[src/rtl/seq_det_pkg.sv]
// Shared definitions for the serial pattern-detection controller.
// Contents: FSM state encoding, default parameter values, and the
// length-legality helper used by the configuration path.
package seq_det_pkg;

    localparam int unsigned PAT_MAX_DEF = 8;
    localparam int unsigned CNT_W_DEF   = 8;

    typedef enum logic [1:0] {
        ST_IDLE = 2'b00,
        ST_RUN  = 2'b01,
        ST_DONE = 2'b10
    } state_t;

    // A pattern length is usable only if it is 1..pat_max bits.
    function automatic logic len_legal(input int unsigned len, input int unsigned pat_max);
        return (len != 0) && (len <= pat_max);
    endfunction

endpackage

[src/rtl/seq_pattern_matcher.sv]
// Serial pattern matcher: history shift register, fill counter and masked
// compare against a programmable pattern of 1..PAT_MAX bits.
// Ports:
//   clk, reset   - clock, synchronous active-high reset
//   clr          - clear history and fill (start of a run)
//   x, x_valid   - serial bit and its qualifier (already gated to RUN)
//   pattern, len - pattern bits (pattern[len-1] is received first) and length
//   overlap      - 0: fill restarts after each match
//   match        - combinational: the sample presented this cycle completes a match
module seq_pattern_matcher
    import seq_det_pkg::*;
#(
    parameter int unsigned PAT_MAX = PAT_MAX_DEF,
    localparam int unsigned LEN_W  = $clog2(PAT_MAX + 1)
) (
    input  logic               clk,
    input  logic               reset,
    input  logic               clr,
    input  logic               x,
    input  logic               x_valid,
    input  logic [PAT_MAX-1:0] pattern,
    input  logic [LEN_W-1:0]   len,
    input  logic               overlap,
    output logic               match
);

    logic [PAT_MAX-1:0] r_hist;
    logic [PAT_MAX-1:0] w_hist_nxt;
    logic [PAT_MAX-1:0] w_mask;
    logic [LEN_W-1:0]   r_fill;
    logic [LEN_W-1:0]   w_fill_nxt;

    // Post-update history and fill; match is judged on these values.
    always_comb begin
        w_hist_nxt = r_hist;
        w_fill_nxt = r_fill;
        if (x_valid) begin
            w_hist_nxt = {r_hist[PAT_MAX-2:0], x};
            w_fill_nxt = (r_fill < len) ? r_fill + LEN_W'(1) : len;
        end
    end

    // Low len bits of history/pattern take part in the compare.
    always_comb begin
        w_mask = '0;
        for (int unsigned i = 0; i < PAT_MAX; i++) begin
            w_mask[i] = (LEN_W'(i) < len);
        end
    end

    assign match = x_valid && (w_fill_nxt == len) &&
                   ((w_hist_nxt & w_mask) == (pattern & w_mask));

    // History/fill registers; non-overlap mode restarts fill after a hit.
    always_ff @(posedge clk) begin
        if (reset || clr) begin
            r_hist <= '0;
            r_fill <= '0;
        end else if (x_valid) begin
            r_hist <= w_hist_nxt;
            r_fill <= (match && !overlap) ? '0 : w_fill_nxt;
        end
    end

endmodule

[src/rtl/seq_det_ctrl.sv]
// Programmable serial pattern-detection controller.
// Holds the shadow configuration, sequences IDLE -> RUN -> DONE, counts
// matches and produces a registered one-cycle match pulse.
// Ports:
//   clk, reset            - clock, synchronous active-high reset
//   cfg_we, cfg_*         - configuration write (accepted outside RUN)
//   start, stop           - begin / abort a run (stop wins)
//   x, x_valid            - serial data bit and qualifier
//   z                     - one-cycle match pulse (registered)
//   match_count           - saturating matches in current/last run
//   busy, done, cfg_err   - RUN state, target reached, illegal latched length
module seq_det_ctrl
    import seq_det_pkg::*;
#(
    parameter int unsigned PAT_MAX = PAT_MAX_DEF,
    parameter int unsigned CNT_W   = CNT_W_DEF,
    localparam int unsigned LEN_W  = $clog2(PAT_MAX + 1)
) (
    input  logic               clk,
    input  logic               reset,
    input  logic               cfg_we,
    input  logic [PAT_MAX-1:0] cfg_pattern,
    input  logic [LEN_W-1:0]   cfg_len,
    input  logic               cfg_overlap,
    input  logic [CNT_W-1:0]   cfg_target,
    input  logic               start,
    input  logic               stop,
    input  logic               x,
    input  logic               x_valid,
    output logic               z,
    output logic [CNT_W-1:0]   match_count,
    output logic               busy,
    output logic               done,
    output logic               cfg_err
);

    state_t             r_state;
    state_t             w_state_nxt;

    logic [PAT_MAX-1:0] r_pattern;
    logic [LEN_W-1:0]   r_len;
    logic               r_overlap;
    logic [CNT_W-1:0]   r_target;
    logic               r_cfg_err;

    logic [CNT_W-1:0]   r_count;
    logic               r_z;
    logic               r_busy;
    logic               r_done;

    logic               w_run;
    logic               w_cfg_accept;
    logic [LEN_W-1:0]   w_len_eff;
    logic [CNT_W-1:0]   w_count_inc;
    logic               w_xv_run;
    logic               w_match;
    logic               w_start_ok;
    logic               w_hit;
    logic               w_done_set;

    assign w_run        = (r_state == ST_RUN);
    assign w_cfg_accept = cfg_we && !w_run;
    // A write in the same cycle as start decides legality with the new length.
    assign w_len_eff    = w_cfg_accept ? cfg_len : r_len;
    assign w_count_inc  = (r_count == {CNT_W{1'b1}}) ? r_count : r_count + CNT_W'(1);
    assign w_xv_run     = x_valid && w_run;

    seq_pattern_matcher #(
        .PAT_MAX (PAT_MAX)
    ) u_matcher (
        .clk     (clk),
        .reset   (reset),
        .clr     (w_start_ok),
        .x       (x),
        .x_valid (w_xv_run),
        .pattern (r_pattern),
        .len     (r_len),
        .overlap (r_overlap),
        .match   (w_match)
    );

    // Next state and per-cycle strobes.
    always_comb begin
        w_state_nxt = r_state;
        w_start_ok  = 1'b0;
        w_hit       = 1'b0;
        w_done_set  = 1'b0;
        case (r_state)
            ST_IDLE, ST_DONE: begin
                if (start && !stop && len_legal(32'(w_len_eff), PAT_MAX)) begin
                    w_start_ok  = 1'b1;
                    w_state_nxt = ST_RUN;
                end
            end
            ST_RUN: begin
                if (stop) begin
                    w_state_nxt = ST_IDLE;
                end else if (w_match) begin
                    w_hit = 1'b1;
                    if ((r_target != '0) && (w_count_inc == r_target)) begin
                        w_done_set  = 1'b1;
                        w_state_nxt = ST_DONE;
                    end
                end
            end
            default: w_state_nxt = ST_IDLE;
        endcase
    end

    // State, shadow config, counter and status registers.
    always_ff @(posedge clk) begin
        if (reset) begin
            r_state   <= ST_IDLE;
            r_pattern <= '0;
            r_len     <= '0;
            r_overlap <= 1'b0;
            r_target  <= '0;
            r_cfg_err <= 1'b0;
            r_count   <= '0;
            r_z       <= 1'b0;
            r_busy    <= 1'b0;
            r_done    <= 1'b0;
        end else begin
            r_state <= w_state_nxt;
            r_busy  <= (w_state_nxt == ST_RUN);
            r_z     <= w_hit;

            if (w_cfg_accept) begin
                r_pattern <= cfg_pattern;
                r_len     <= cfg_len;
                r_overlap <= cfg_overlap;
                r_target  <= cfg_target;
                r_cfg_err <= !len_legal(32'(cfg_len), PAT_MAX);
            end

            if (w_start_ok) begin
                r_count <= '0;
                r_done  <= 1'b0;
            end else begin
                if (w_hit) begin
                    r_count <= w_count_inc;
                end
                if (w_done_set) begin
                    r_done <= 1'b1;
                end
            end
        end
    end

    assign z           = r_z;
    assign match_count = r_count;
    assign busy        = r_busy;
    assign done        = r_done;
    assign cfg_err     = r_cfg_err;

endmodule

[config.mk]
export PLATFORM = sky130hd
export DESIGN_NAME = seq_det_ctrl
export DESIGN_NICKNAME = d
export VERILOG_FILES = /design/src/rtl/seq_det_pkg.sv /design/src/rtl/seq_pattern_matcher.sv /design/src/rtl/seq_det_ctrl.sv
export SDC_FILE = /design/constraint.sdc
export NUM_CORES = 1
export LEC_CHECK = 0
export ABC_AREA = 1
export CAP_MARGIN = 20
export CORE_ASPECT_RATIO = 1.4
export CORE_UTILIZATION = 49
export CTS_CLUSTER_DIAMETER = 200
export DETAILED_ROUTE_END_ITERATION = 10
export GPL_ROUTABILITY_DRIVEN = 0
export HOLD_SLACK_MARGIN = 0.05
export PLACE_DENSITY_LB_ADDON = 0.08
export SLEW_MARGIN = 20
export SYNTH_ARGS = -nofsm -noshare
export SYNTH_HDL_FRONTEND = slang
export SYNTH_SLANG_ARGS = --single-unit
[constraint.sdc]
create_clock -name clk -period 2.3 [get_ports clk]
set_input_delay 0.345 -clock clk [delete_from_list [all_inputs] [get_ports clk]]
set_output_delay 0.345 -clock clk [all_outputs]
set_load 0.02 [all_outputs]
==> results.toml <==
[sta]
max_freq_mhz = 472
final-hold-violation-count = 0
period_needed_ns = 2.12
setup_violations = 0
max_slew_margin_pct = 72.9
finalClockSkew_ns = 0.0109
report.final.slew_viol_count = 0
finalCritPeriodShare_pct = 92.1
worst_slack_ns = 0.182
fin_hold_ws_ns = 0.478
tightestPinTransition_ns = 0.402
fin_tns_setup_ns = 0

[drt]
num_vias = 2772
drtAntennaViolNets = 0
drc_errors = 0
drtPass1Iterations = 5
wl_per_cell_um = 13.2
vias_per_cell = 5.19
drt_first_iter_violations = 132
wirelength_um = 7030

[placed_design]
pre_cts_ws_ns = -0.107
port_buffers = 39
place_hpwl_um = 5280

[cells_and_area]
area_growth_syn_to_layout_pct = 29.3
drive_gt1_share_pct = 15.6
antennaDiodeCount = 0
nets = 500

[worst_setup_path]
crit_buf_inv = 1
cp.arrival_ns = 2.35
cp_cell_sequence = "ha_4, nand2_1, inv_1, nand2_4, nand2_4, o21ai_0, a21oi_1, nand2_1, nor2_4, nand2_4, nor2_8, nor2_1, nor2_1"
crit_path_frequent_cell = "nand2_4"
critPathKind = "flip-flop to flip-flop"
rrSetupSlack_ns = 0.18
max_stage_delay_ns = 0.37
worst-r2r-cell-count = 13
endpoint_kind = "flip-flop"
cp_max_fo = 8
r2r-start = "u_matcher.r_fill[3]"
start_kind = "flip-flop"
slowest_stage = "dfxtp_1"
r2r-end = "match_count[2]"
critPathTopFamily = "simple AND/OR/NAND/NOR gates"
crit_required_ns = 2.54

[clocking]
tritoncts = "done"
clock-sinks = 47
worstSkewPairLatency_ns = 0.30
cts-buffers-inserted = 5
cts-root-buf = "clkbuf_8"
cts_buffer_depth = 2
cts-htree-levels = 2
cts_hold_buf = 0
clk_pin_slew_worst_paths_ns = 0.09

[synth]
synth_area_um2 = 2710
yosysTopAreaCell = "dfxtp_1"
synth_cell_types = 33
synth.area.top_cells = "dfxtp_1 (35%), nand2_1 (14%), nor2_1 (6.6%), inv_1 (5.7%), nand3_1 (5.2%)"
syn-num-nets = 439
yosysWarnings = 0
ys_ff_latch = 47
synth_cells = 406
yosysSeqAreaShare_pct = 34.7
postSynthAreaPerCell_um2 = 6.68
netlist.area_leader.share_pct = 34.7

[grt]
grt_pass1_vias = 2659
grt_pass1_wl_um = 11500
grt_antenna_before_repair = 0
grt_usage_pct = 25.3
grt_max_degree = 26
grt-ovfl-total = 0

[die]
ioPinCount = 40
initial_utilization_pct = 51.8
die_area_um2 = 5840
die_h_um = 90.0
die_x_um = 64.9
rows = 31
fp.coreArea_um2 = 5240

[power]
finalPower_uw = 1930
p_comb_share_pct = 21.4
power.density_nw_per_um2 = 551
switching_power_uw = 548
switching_share_pct = 28.4
clkPwrFrac_pct = 32.8
leakage_uw = 0.00150
p_int_uw = 1380
vdd_ir_drop_max_mv = 0.318
p_seq_share_pct = 45.8

[min_path]
hold_depth = 2
hold_start = "r_pattern[0]"
min_path_type = "flip-flop to flip-flop"
holdPathEnd = "r_pattern[0]"

[outcome]
status = "finished, final reports clean"

[run]
maxCapViolCount = 0
-- cell type report --
cell class	instances	area [um^2]
fillers	492	1730
multi-input cells	302	1570
flip-flops and latches	47	945
repair buffers	66	621
inverters	45	169
clock buffers	6	82.6
well taps	66	82.6
clock inverters	2	35.0
-- metal layers --
layer,share of wire (%),global-route usage [%],up-vias
met3,2.8,3.55,18
met4,2.9,11.5,0
met1,41,26.5,1247
met5,0,0,-
met2,54,47.7,58
li1,-,-,1449
-- sequential cells by signal (all words and copies together) (netlist names) --
| name | count |
|---|---|
| cfg_err | 1 |
| r_state | 2 |
| r_pattern | 8 |
| busy | 1 |
| u_matcher.r_hist | 8 |
| r_overlap | 1 |
| z | 1 |
| u_matcher.r_fill | 4 |
| done | 1 |
| r_len | 4 |
| r_target | 8 |
| match_count | 8 |
-- cells in the mapped netlist --
cell / number
a21oi_1: 24
a21oi_2: 2
buf_2: 2
buf_6: 4
clkbuf_1: 6
clkinv_1: 1
dfxtp_1: 47
ha_1: 5
inv_1: 41
inv_2: 3
nand2_1: 103
nand2_2: 5
nand2_4: 1
nand3_1: 28
nand3_4: 1
nand3b_1: 3
nand4_1: 22
nand4_4: 1
nor2_1: 48
nor2_2: 8
nor2_4: 1
nor2_8: 1
nor3_1: 6
nor3_2: 1
nor4_1: 1
o211ai_1: 3
o21ai_0: 28
o21ai_1: 2
o21ai_2: 1
o21ai_4: 1
o21bai_1: 1
xnor2_1: 4
xor2_1: 1
-- how the worst max path moves through the flow --
stage / slack (ns) / cells past startpoint / end / start
after floorplan: 0.16 / 15 / busy / r_len[3]
after global placement: -0.06 / 14 / u_matcher.r_fill[0] / x_valid
after detailed placement: -0.11 / 14 / u_matcher.r_fill[2] / x_valid
after CTS: 0.005 / 14 / u_matcher.r_fill[2] / r_len[3]
after global routing: -0.01 / 16 / match_count[2] / r_len[1]
final: 0.18 / 13 / match_count[2] / u_matcher.r_fill[3]
-- worst min-delay path: cells and delay by family, from the launching register on --
family          cells  cell delay, ns
compound gates      1            0.05
buf+inv             1            0.06
flops               1            0.32
-- power groups by stage --
stage                     combinational [uW]  clock, uW  sequential [uW]
final                                    413        634              886
after global routing                     463        677              890
after CTS                                387        647              885
after detailed placement                 384          0              904
after global placement                   380          0              903
after floorplan                          234          0              900
-- logic make-up after synthesis --
group | after synthesis | share of synthesized area [%]
simple gates | 230 | 39.7
compound gates | 62 | 12.6
buf+inv | 57 | 9.09
flops | 47 | 34.7
xor+xnor | 5 | 1.61
fa+ha+maj | 5 | 2.31
-- per-stage QoR --
stage	utilization [%]	instances	instance area (um^2)
2_1_floorplan	-	406	2710
3_3_place_gp	63.3	523	3310
3_5_place_dp	63.3	523	3310
4_1_cts	65.5	531	3430
5_1_grt	67.0	534	3510
6_report	67.0	534	3510
-- layout by cell type (no fill, tap or decap), types with 2 or more instances in the layout --
cell	n
nand3b_1	3
nor3_1	6
ha_1	4
nand3_1	28
a21oi_2	2
clkbuf_8	6
o211ai_1	3
o21ai_0	27
clkdlybuf4s50_1	38
dfxtp_1	44
a21oi_1	23
inv_2	4
o21ai_1	3
nand2_4	3
nor2_1	46
xnor2_1	4
buf_12	2
nand2_1	99
inv_1	40
nor2_2	10
dfxtp_2	3
buf_4	25
nand4_1	22
nand2_2	7
-- what timing repair did --
action                                  in CTS  in global routing
endpoints found under the setup margin       0                 17
setup buffers                                0                  3
resized for setup                            0                 17
(Power assumes the default switching activity.)
